===== src/rtl/score_pkg.sv =====
// Shared types and constants for the score accumulator slice.
package score_pkg;

  localparam int unsigned SCORE_W = 16;
  localparam int unsigned SUM_W   = SCORE_W + 1;
  localparam int unsigned COMBO_W = 3;
  localparam int unsigned TIMER_W = 7;

  localparam int unsigned SCORE_MAX    = 9999;
  localparam int unsigned PTS_ENEMY    = 100;
  localparam int unsigned PTS_BRICK    = 10;
  localparam int unsigned PTS_BONUS    = 50;
  localparam int unsigned COMBO_WINDOW = 64;
  localparam int unsigned COMBO_MAX    = 4;

  typedef enum logic [1:0] {
    IDLE,
    PLAYING,
    FREEZE
  } score_state_t;

  // Clamp a 17-bit sum to the 4-digit ceiling.
  function automatic logic [SCORE_W-1:0] sat_score(input logic [SUM_W-1:0] sum);
    if (sum > SUM_W'(SCORE_MAX)) begin
      return SCORE_W'(SCORE_MAX);
    end
    return sum[SCORE_W-1:0];
  endfunction

endpackage


===== src/rtl/combo_timer.sv =====
// Enemy-kill combo multiplier and its frame-based expiry timer.
// combo_next_o is the multiplier after this cycle's kill update, so the
// adder can weight a kill with the combo it just earned.
module combo_timer
  import score_pkg::*;
(
  input  logic               clk_i,
  input  logic               rst_i,
  input  logic               clear_i,
  input  logic               tick_i,
  input  logic               enemy_hit_i,
  output logic [COMBO_W-1:0] combo_o,
  output logic [COMBO_W-1:0] combo_next_o
);

  logic [COMBO_W-1:0] combo_q, combo_d;
  logic [TIMER_W-1:0] timer_q, timer_d;

  // Next combo/timer: clear beats a kill, a kill beats a frame tick.
  always_comb begin
    combo_d = combo_q;
    timer_d = timer_q;
    if (clear_i) begin
      combo_d = COMBO_W'(1);
      timer_d = '0;
    end else if (enemy_hit_i) begin
      if (timer_q != '0) begin
        combo_d = (combo_q >= COMBO_W'(COMBO_MAX)) ? COMBO_W'(COMBO_MAX)
                                                   : combo_q + COMBO_W'(1);
      end else begin
        combo_d = COMBO_W'(1);
      end
      timer_d = TIMER_W'(COMBO_WINDOW);
    end else if (tick_i && (timer_q != '0)) begin
      timer_d = timer_q - TIMER_W'(1);
      // Window expires on this tick: drop the multiplier immediately.
      if (timer_q == TIMER_W'(1)) begin
        combo_d = COMBO_W'(1);
      end
    end
  end

  // Combo/timer registers with synchronous reset.
  always_ff @(posedge clk_i) begin
    if (rst_i) begin
      combo_q <= COMBO_W'(1);
      timer_q <= '0;
    end else begin
      combo_q <= combo_d;
      timer_q <= timer_d;
    end
  end

  assign combo_o      = combo_q;
  assign combo_next_o = combo_d;

endmodule


===== src/rtl/score_accumulator.sv =====
// In-game score accumulator: saturating adder, game FSM and final-score latch.
// Optional feature macro HIGH_SCORE_EN: keeps the best final score since reset;
// when undefined, high_score is tied to 0.
module score_accumulator
  import score_pkg::*;
(
  input  logic               clk,
  input  logic               reset,
  input  logic               startOfFrame,
  input  logic               game_start,
  input  logic               game_over,
  input  logic               enemy_hit,
  input  logic               brick_hit,
  input  logic               bonus_hit,
  output logic [SCORE_W-1:0] score,
  output logic [SCORE_W-1:0] final_score,
  output logic               final_valid,
  output logic [COMBO_W-1:0] combo,
  output logic [SCORE_W-1:0] high_score
);

  score_state_t       state_q, state_d;
  logic [SCORE_W-1:0] score_q, score_d;
  logic [SCORE_W-1:0] final_q, final_d;
  logic [COMBO_W-1:0] combo_next;
  logic [SUM_W-1:0]   delta;
  logic [SUM_W-1:0]   sum;
  logic [SCORE_W-1:0] sat;
  logic               playing;
  logic               kill;
  logic               latch;

  assign playing = (state_q == PLAYING);
  // Kills outside PLAYING must not touch the combo.
  assign kill    = enemy_hit & playing;
  assign latch   = playing & game_over & ~game_start;

  combo_timer u_combo_timer (
    .clk_i        (clk),
    .rst_i        (reset),
    .clear_i      (game_start),
    .tick_i       (startOfFrame),
    .enemy_hit_i  (kill),
    .combo_o      (combo),
    .combo_next_o (combo_next)
  );

  // Points earned this cycle; all simultaneous hits count.
  always_comb begin
    delta = '0;
    if (enemy_hit) begin
      delta = delta + SUM_W'(PTS_ENEMY) * {{(SUM_W - COMBO_W){1'b0}}, combo_next};
    end
    if (brick_hit) begin
      delta = delta + SUM_W'(PTS_BRICK);
    end
    if (bonus_hit) begin
      delta = delta + SUM_W'(PTS_BONUS);
    end
  end

  assign sum = {1'b0, score_q} + delta;
  assign sat = sat_score(sum);

  // FSM next state and score/final datapath; game_start overrides everything.
  always_comb begin
    state_d = state_q;
    score_d = score_q;
    final_d = final_q;
    if (game_start) begin
      state_d = PLAYING;
      score_d = '0;
    end else if (playing) begin
      score_d = sat;
      if (game_over) begin
        state_d = FREEZE;
        final_d = sat;
      end
    end
  end

  // State, live score and final score registers.
  always_ff @(posedge clk) begin
    if (reset) begin
      state_q <= IDLE;
      score_q <= '0;
      final_q <= '0;
    end else begin
      state_q <= state_d;
      score_q <= score_d;
      final_q <= final_d;
    end
  end

`ifdef HIGH_SCORE_EN
  logic [SCORE_W-1:0] high_q;

  // Best latched final score; only reset clears it.
  always_ff @(posedge clk) begin
    if (reset) begin
      high_q <= '0;
    end else if (latch && (sat > high_q)) begin
      high_q <= sat;
    end
  end

  assign high_score = high_q;
`else
  logic unused_latch;
  assign unused_latch = latch;
  assign high_score   = '0;
`endif

  assign score       = score_q;
  assign final_score = final_q;
  assign final_valid = (state_q == FREEZE);

endmodule


===== config.mk =====
export PLATFORM = sky130hd
export DESIGN_NAME = score_accumulator
export DESIGN_NICKNAME = d
export VERILOG_FILES = /design/src/rtl/score_pkg.sv /design/src/rtl/combo_timer.sv /design/src/rtl/score_accumulator.sv
export SDC_FILE = /design/constraint.sdc
export NUM_CORES = 1
export LEC_CHECK = 0
export ABC_AREA = 1
export ABC_CLOCK_PERIOD_IN_PS = 10800
export BUFFER_PORTS_ARGS = -buffer_cell sky130_fd_sc_hd__buf_2
export CAP_MARGIN = 20
export CORE_AREA = 2 2 84 86
export DETAILED_ROUTE_END_ITERATION = 12
export DIE_AREA = 0 0 86 88
export GPL_TIMING_DRIVEN = 0
export PLACE_DENSITY = 0.77
export SLEW_MARGIN = 0
export SYNTH_ARGS = -nofsm -noshare
export SYNTH_HDL_FRONTEND = slang
export SYNTH_HIERARCHICAL = 1
export SYNTH_SLANG_ARGS = --single-unit

===== constraint.sdc =====
create_clock -name clk -period 10.8 [get_ports clk]
set_input_delay 1.62 -clock clk [delete_from_list [all_inputs] [get_ports clk]]
set_output_delay 1.62 -clock clk [all_outputs]
set_load 0.005 [all_outputs]

==> run metrics, run 1 <==
fin crit share 0.503; register area between 800 and 900 um^2; flops & latches, synth 44; Synth top cells by count nand2_1 (149), inv_1 (77), nor2_1 (49); critical path type primary input to flop; Synth Area in Adders 0.0868; Avg Inst Size Synth roughly 6.4 um^2; final net count between 600 and 700; H-tree depth 2; main combinational cell family by area after synthesis simple AND/OR/NAND/NOR gates; Post-synth ARST share 0; first-pass GRT wire length 12.4 mm; number of CTS-inserted buffers 5; start of the worst register-to-register path state_q[0]; Setup TNS Final 0 ns; hold path cells 2; Vias/cell roughly 5; number of global-route vias before repair approximately 2800; Slew Viols, Final 0; YS warnings 6; PortBufs slightly above 40; fmax 0.184 GHz; Hold Startpoint final_score[14]; worst-skew pair later-pin latency between 0.2 and 0.3 ns; clock transition at the registers of the reported paths about 0.08 ns; Top-Level Pins 60; CP Max Fanout 10; share of the synthesized area in the top cell type 0.270; post-DR wirelength/cell around 11 um; Fill cells about 680; placed cell area ~3600 um^2; cell with the most instances after synthesis nand2_1; die area around 7600 um^2; VDD IR-drop max between 0.00004 and 0.00005 V; Total Wirelength 7.37 mm; CTS sink count 44; worst hold path class flop to flop; Synth Instances between 500 and 600; initial core utilization 0.490; DRC 0; mux contribution to synthesized area 0; GRT overflow 0; R2R setup slack 5.90 ns; ys flop type dfxtp_1; worst-path cell with the longest stage delay nor3b_1; Worst Hold End final_score[14]; Die Width ~86 um; postcts setup bufs 0; num rows 30; Area contributors post-synth dfxtp_1 (27%), nand2_1 (17%), inv_1 (8.9%); EDFF count, synth 0; Max-Cap Viols 0; area of the multi-input gates 1930 um^2; vias 3209; Simple-Gate Fraction of Synth Area 0.370; largest net degree at the start of global routing 13; Setup-failing EPs final 0; synth unique cells 37; root buf cell clkbuf_8; Buf/Inv on CP 8; synthesized area around 3300 um^2; xor/xnor share of the synthesized area 0.0350; largest area contributor in the netlist dfxtp_1; max incr delay on CP 0.31 ns; Die Y between 80 and 90 um; PwrDens roughly 96 nW/um^2; Crit path max-delay family simple AND/OR/NAND/NOR gates; Leak 2.08 nW; hpwl dp about 6.0 mm; R2R depth 34; post-synthesis sequential area ratio 0.270; min cycle time layout about 5.4 ns; Global Route Usage Sum 0.200; Setup Skew about 0.008 ns; PnR worst setup slack 5.36 ns; core footprint around 6600 um^2; ANT nets after route 0; startpoint types primary input; CTS tree built; Initial DRT Pass Iterations 5; status finished, final reports clean; fin area 3700 um^2; hold_buf cts 0; Required @ worst endpoint roughly 11 ns; GP Congestion slightly below 0.9; Diodes inserted 0; CP endpoint kind flop; area delta synth->final 13.6%; clock buffer depth 2; initial antenna violation count 0; reg2reg end final_score[3]; CTS resizes 0; layout cells sized above 1 0.157; Worst Path Arrival around 5.7 ns; Setup WS pre-CTS between 5 and 6 ns; Synth Area in Compound Gates 0.0830; Most common cell on crit path nand2_1; RSZ-0062 raised after global routing false; DRT iter0 DRCs roughly 140; Fin. Hold Viols 0
worst max path at each step:
stage                         start             end  slack, ns  cells past startpoint
after global placement    enemy_hit  final_score[3]       5.15                     30
after global routing      enemy_hit  final_score[8]       4.87                     33
after CTS                 enemy_hit  final_score[3]       5.38                     33
final                     enemy_hit  final_score[3]       5.36                     33
after floorplan           enemy_hit        score[8]       5.68                     29
after detailed placement  enemy_hit  final_score[3]       5.09                     33
power by group:
group	internal (W)	switching (W)
Clock	0.0000440	0.0000530
Combinational	0.0000335	0.0000540
Sequential	0.000167	0.00000442
stage by stage:
stage | std cells | util | hold WS (ns) | total power [W]
5_1_grt | 654 | 0.557 | 0.466 | 0.000377
2_1_floorplan | 526 | - | 0.434 | 0.000241
3_5_place_dp | 647 | 0.545 | 0.435 | 0.000262
6_report | 654 | 0.557 | 0.445 | 0.000356
4_1_cts | 654 | 0.557 | 0.449 | 0.000357
3_3_place_gp | 647 | 0.545 | 0.423 | 0.000259
routing by layer:
metal,GRT usage,vias to the layer above,part of all wire
met5,0,-,0
met4,0.0404,0,0.0052
met3,0.0292,4,0.052
met2,0.356,78,0.47
met1,0.259,1437,0.47
li1,-,1690,-
state kept, by name (all words and copies together), names as in the netlist:
register               flops
u_combo_timer/timer_q      7
u_combo_timer/combo_o      3
state_q                    2
score                     16
final_score               16
layout make-up:
cell class,instances,area share
sequential,44,0.238
clock buffer,6,0.0196
buffer,26,0.0551
timing repair buffer,41,0.0555
tap,80,0.0271
multi-input combinational,377,0.523
inverter,79,0.0805
clock inverter,1,0.00135
cell families after synthesis:
family,count (synthesis)
simple gates,275
flops,44
other cells,1
fa+ha+maj,22
xor+xnor,13
buf+inv,105
compound gates,50
tightest hold or removal path: cells and delay by family (launching register included):
family,cells,cell delay [ns]
AND/OR/NAND/NOR,2,0.09
flip-flops,1,0.31
cell usage in the layout (no fill, tap or decap), drive strengths merged, types with 5 or more instances in the layout:
cell type	count
nand3	39
nand2	157
o21ai	23
conb	17
xnor2	6
nor2	55
a21oi	22
buf	64
nor3	5
nand4	10
ha	21
dfxtp	44
nand3b	6
inv	78
xor2	7
clkbuf	9
(Power assumes the default switching activity.)
==> run 2, diff against run 1 <==
Settings changed: ABC_CLOCK_PERIOD_IN_PS 10800 to 5400.
Clock period 10.8 ns to 5.4 ns, I/O delays scaled along.
==> run 2 against run 1 <==
Count of clock-buffer cells in the layout unchanged; first-iteration DRC count up 28%; sequential power up 100%; worst hold slack about the same; critical path depth up 1; largest power group unchanged; die area unchanged; critical endpoint unchanged; flip-flop and latch count unchanged; clock skew down 0.00080 ns.
==> run metrics, run 2 (same netlist as run 1, synthesis figures left out) <==
status finished, final reports clean; DRT iter0 DRCs 175 (+28%); Global Route Usage Sum 0.200 (unchanged); worst-skew pair later-pin latency 0.29 ns (about the same); Die Width 86 um (unchanged); largest net degree at the start of global routing 13 (unchanged); Setup WS pre-CTS 0.500 ns (-4.59 ns); commonest non-fill, non-tap cells in the layout nand2_1 (149), inv_1 (77), nor2_1 (49); fin crit share 0.887; Most common cell on crit path nand2_1; post-DR wirelength/cell 11.3 um (+0.38%); register area 881 um^2 (unchanged); hold_buf cts 0 (unchanged); area of the multi-input gates 1940 um^2 (+0.26%); worst setup path start state_q[0]; Fin. Hold Viols 0 (unchanged); initial antenna violation count 0 (unchanged); critical path type flop to flop; Total Wirelength 7.40 mm (+0.38%); min cycle time layout 4.79 ns; Fill cells 677 (unchanged); Max-Cap Viols 0 (unchanged); H-tree depth 2 (unchanged); Setup Skew 0.00738 ns (-0.000797 ns); fmax roughly 0.21 GHz; GRT overflow 0 (unchanged); root buf cell clkbuf_8; Hold Startpoint final_score[14]; clock transition at the registers of the reported paths 0.08 ns (about the same); die area 7570 um^2 (unchanged); num rows 30 (unchanged); PnR worst setup slack 0.608 ns (-4.76 ns); area delta synth->final 13.8%; worst-path cell with the longest stage delay dfxtp_1; initial core utilization 0.490 (unchanged); Setup-failing EPs final 0 (unchanged); dpl cells 647 (unchanged); DRC 0 (unchanged); VDD IR-drop max 0.0000854 V (+100%); max incr delay on CP 0.37 ns (+0.06 ns); start of the worst register-to-register path state_q[0]; Final Instance Count excl. Fillers 654 (unchanged); RSZ-0062 raised after global routing false; ANT nets after route 0 (unchanged); Die Y 88 um (unchanged); final net count 604 (unchanged); Diodes inserted 0 (unchanged); hpwl dp 6.04 mm (unchanged); CP Max Fanout 10 (unchanged); Setup TNS Final 0 ns (unchanged); number of CTS-inserted buffers 5 (unchanged); Required @ worst endpoint 5.64 ns (-5.40 ns); GP Congestion 0.889 (unchanged); CTS sink count 44 (unchanged); PortBufs 41 (unchanged); startpoint types flop; Vias/cell 4.90 (-0.12%); CTS tree built; CP endpoint kind flop; Top-Level Pins 60 (unchanged); Leak 2.08 nW (about the same); first-pass GRT wire length 12.4 mm (unchanged); core footprint 6640 um^2 (unchanged); Initial DRT Pass Iterations 5 (unchanged); PwrDens 192 nW/um^2 (+100%); Worst Path Arrival 5.03 ns (-0.65 ns); final core occ 0.558 (+0.000753); clock buffer depth 2 (unchanged); final hold slack 0.445 ns (-0.000146 ns); number of global-route vias before repair 2836 (unchanged); commonest non-fill, non-tap cell in the layout nand2_1; vias 3205 (-0.12%); Slew Viols, Final 0 (unchanged); layout cells sized above 1 0.157 (unchanged); worst hold path class flop to flop
## run 2: cell counts in the layout (fill, tap and decap cells not counted)
No cell type changed its count.
## run 2: per-layer routing
metal	global-route usage	vias to the layer above	wire length, um
li1	-	1688	-
met1	0.259	1432	3470
met2	0.356	81	3480
met3	0.0292	4	396
met4	0.0404	0	48
met5	0	-	0
## run 2: power breakdown
group          internal, W  leakage [nW]  switching [W]
registers         0.000334         0.357     0.00000901
logic            0.0000671          1.68       0.000108
clock network    0.0000881        0.0410       0.000106
total             0.000489          2.08       0.000224
## run 2: cell type report
type,instances,area share
buffer,26,0.0550
clock buffer,6,0.0196
clock inverter,1,0.00135
inverter,79,0.0804
multi-input combinational,377,0.523
sequential,44,0.238
tap,80,0.0270
timing repair buffer,41,0.0554
## run 2: repair_timing
| item | CTS | global route |
|---|---|---|
| endpoints found under the setup margin | 0 | 5 |
| buffers inserted | 0 | 0 |
| gates resized for setup | 0 | 1 |
## run 2: path summary, 6_finish.rpt
check,slack (ns),cells past startpoint,to
worst max-delay path,0.61,34,final_score[3]
worst min-delay path,0.45,2,final_score[14]
worst max register to register,0.61,34,final_score[3]
worst min register to register,0.45,2,final_score[14]
## run 2: critical path, delay by kind of cell, from the launching register on
kind,cells,cell delay (ns)
flip-flops,1,0.37
AO/OA/AOI/OAI,3,0.46
adder cells (fa/ha/maj),2,0.58
AND/OR/NAND/NOR,20,2.24
XOR/XNOR,1,0.22
buffers and inverters,8,0.86
## run 2: metrics by stage
step	area [um^2]	power [W]
global placement	3620	0.000519
detailed placement	3620	0.000523
floorplan	3320	0.000481
CTS	3700	0.000714
finish	3700	0.000713
global route	3700	0.000755
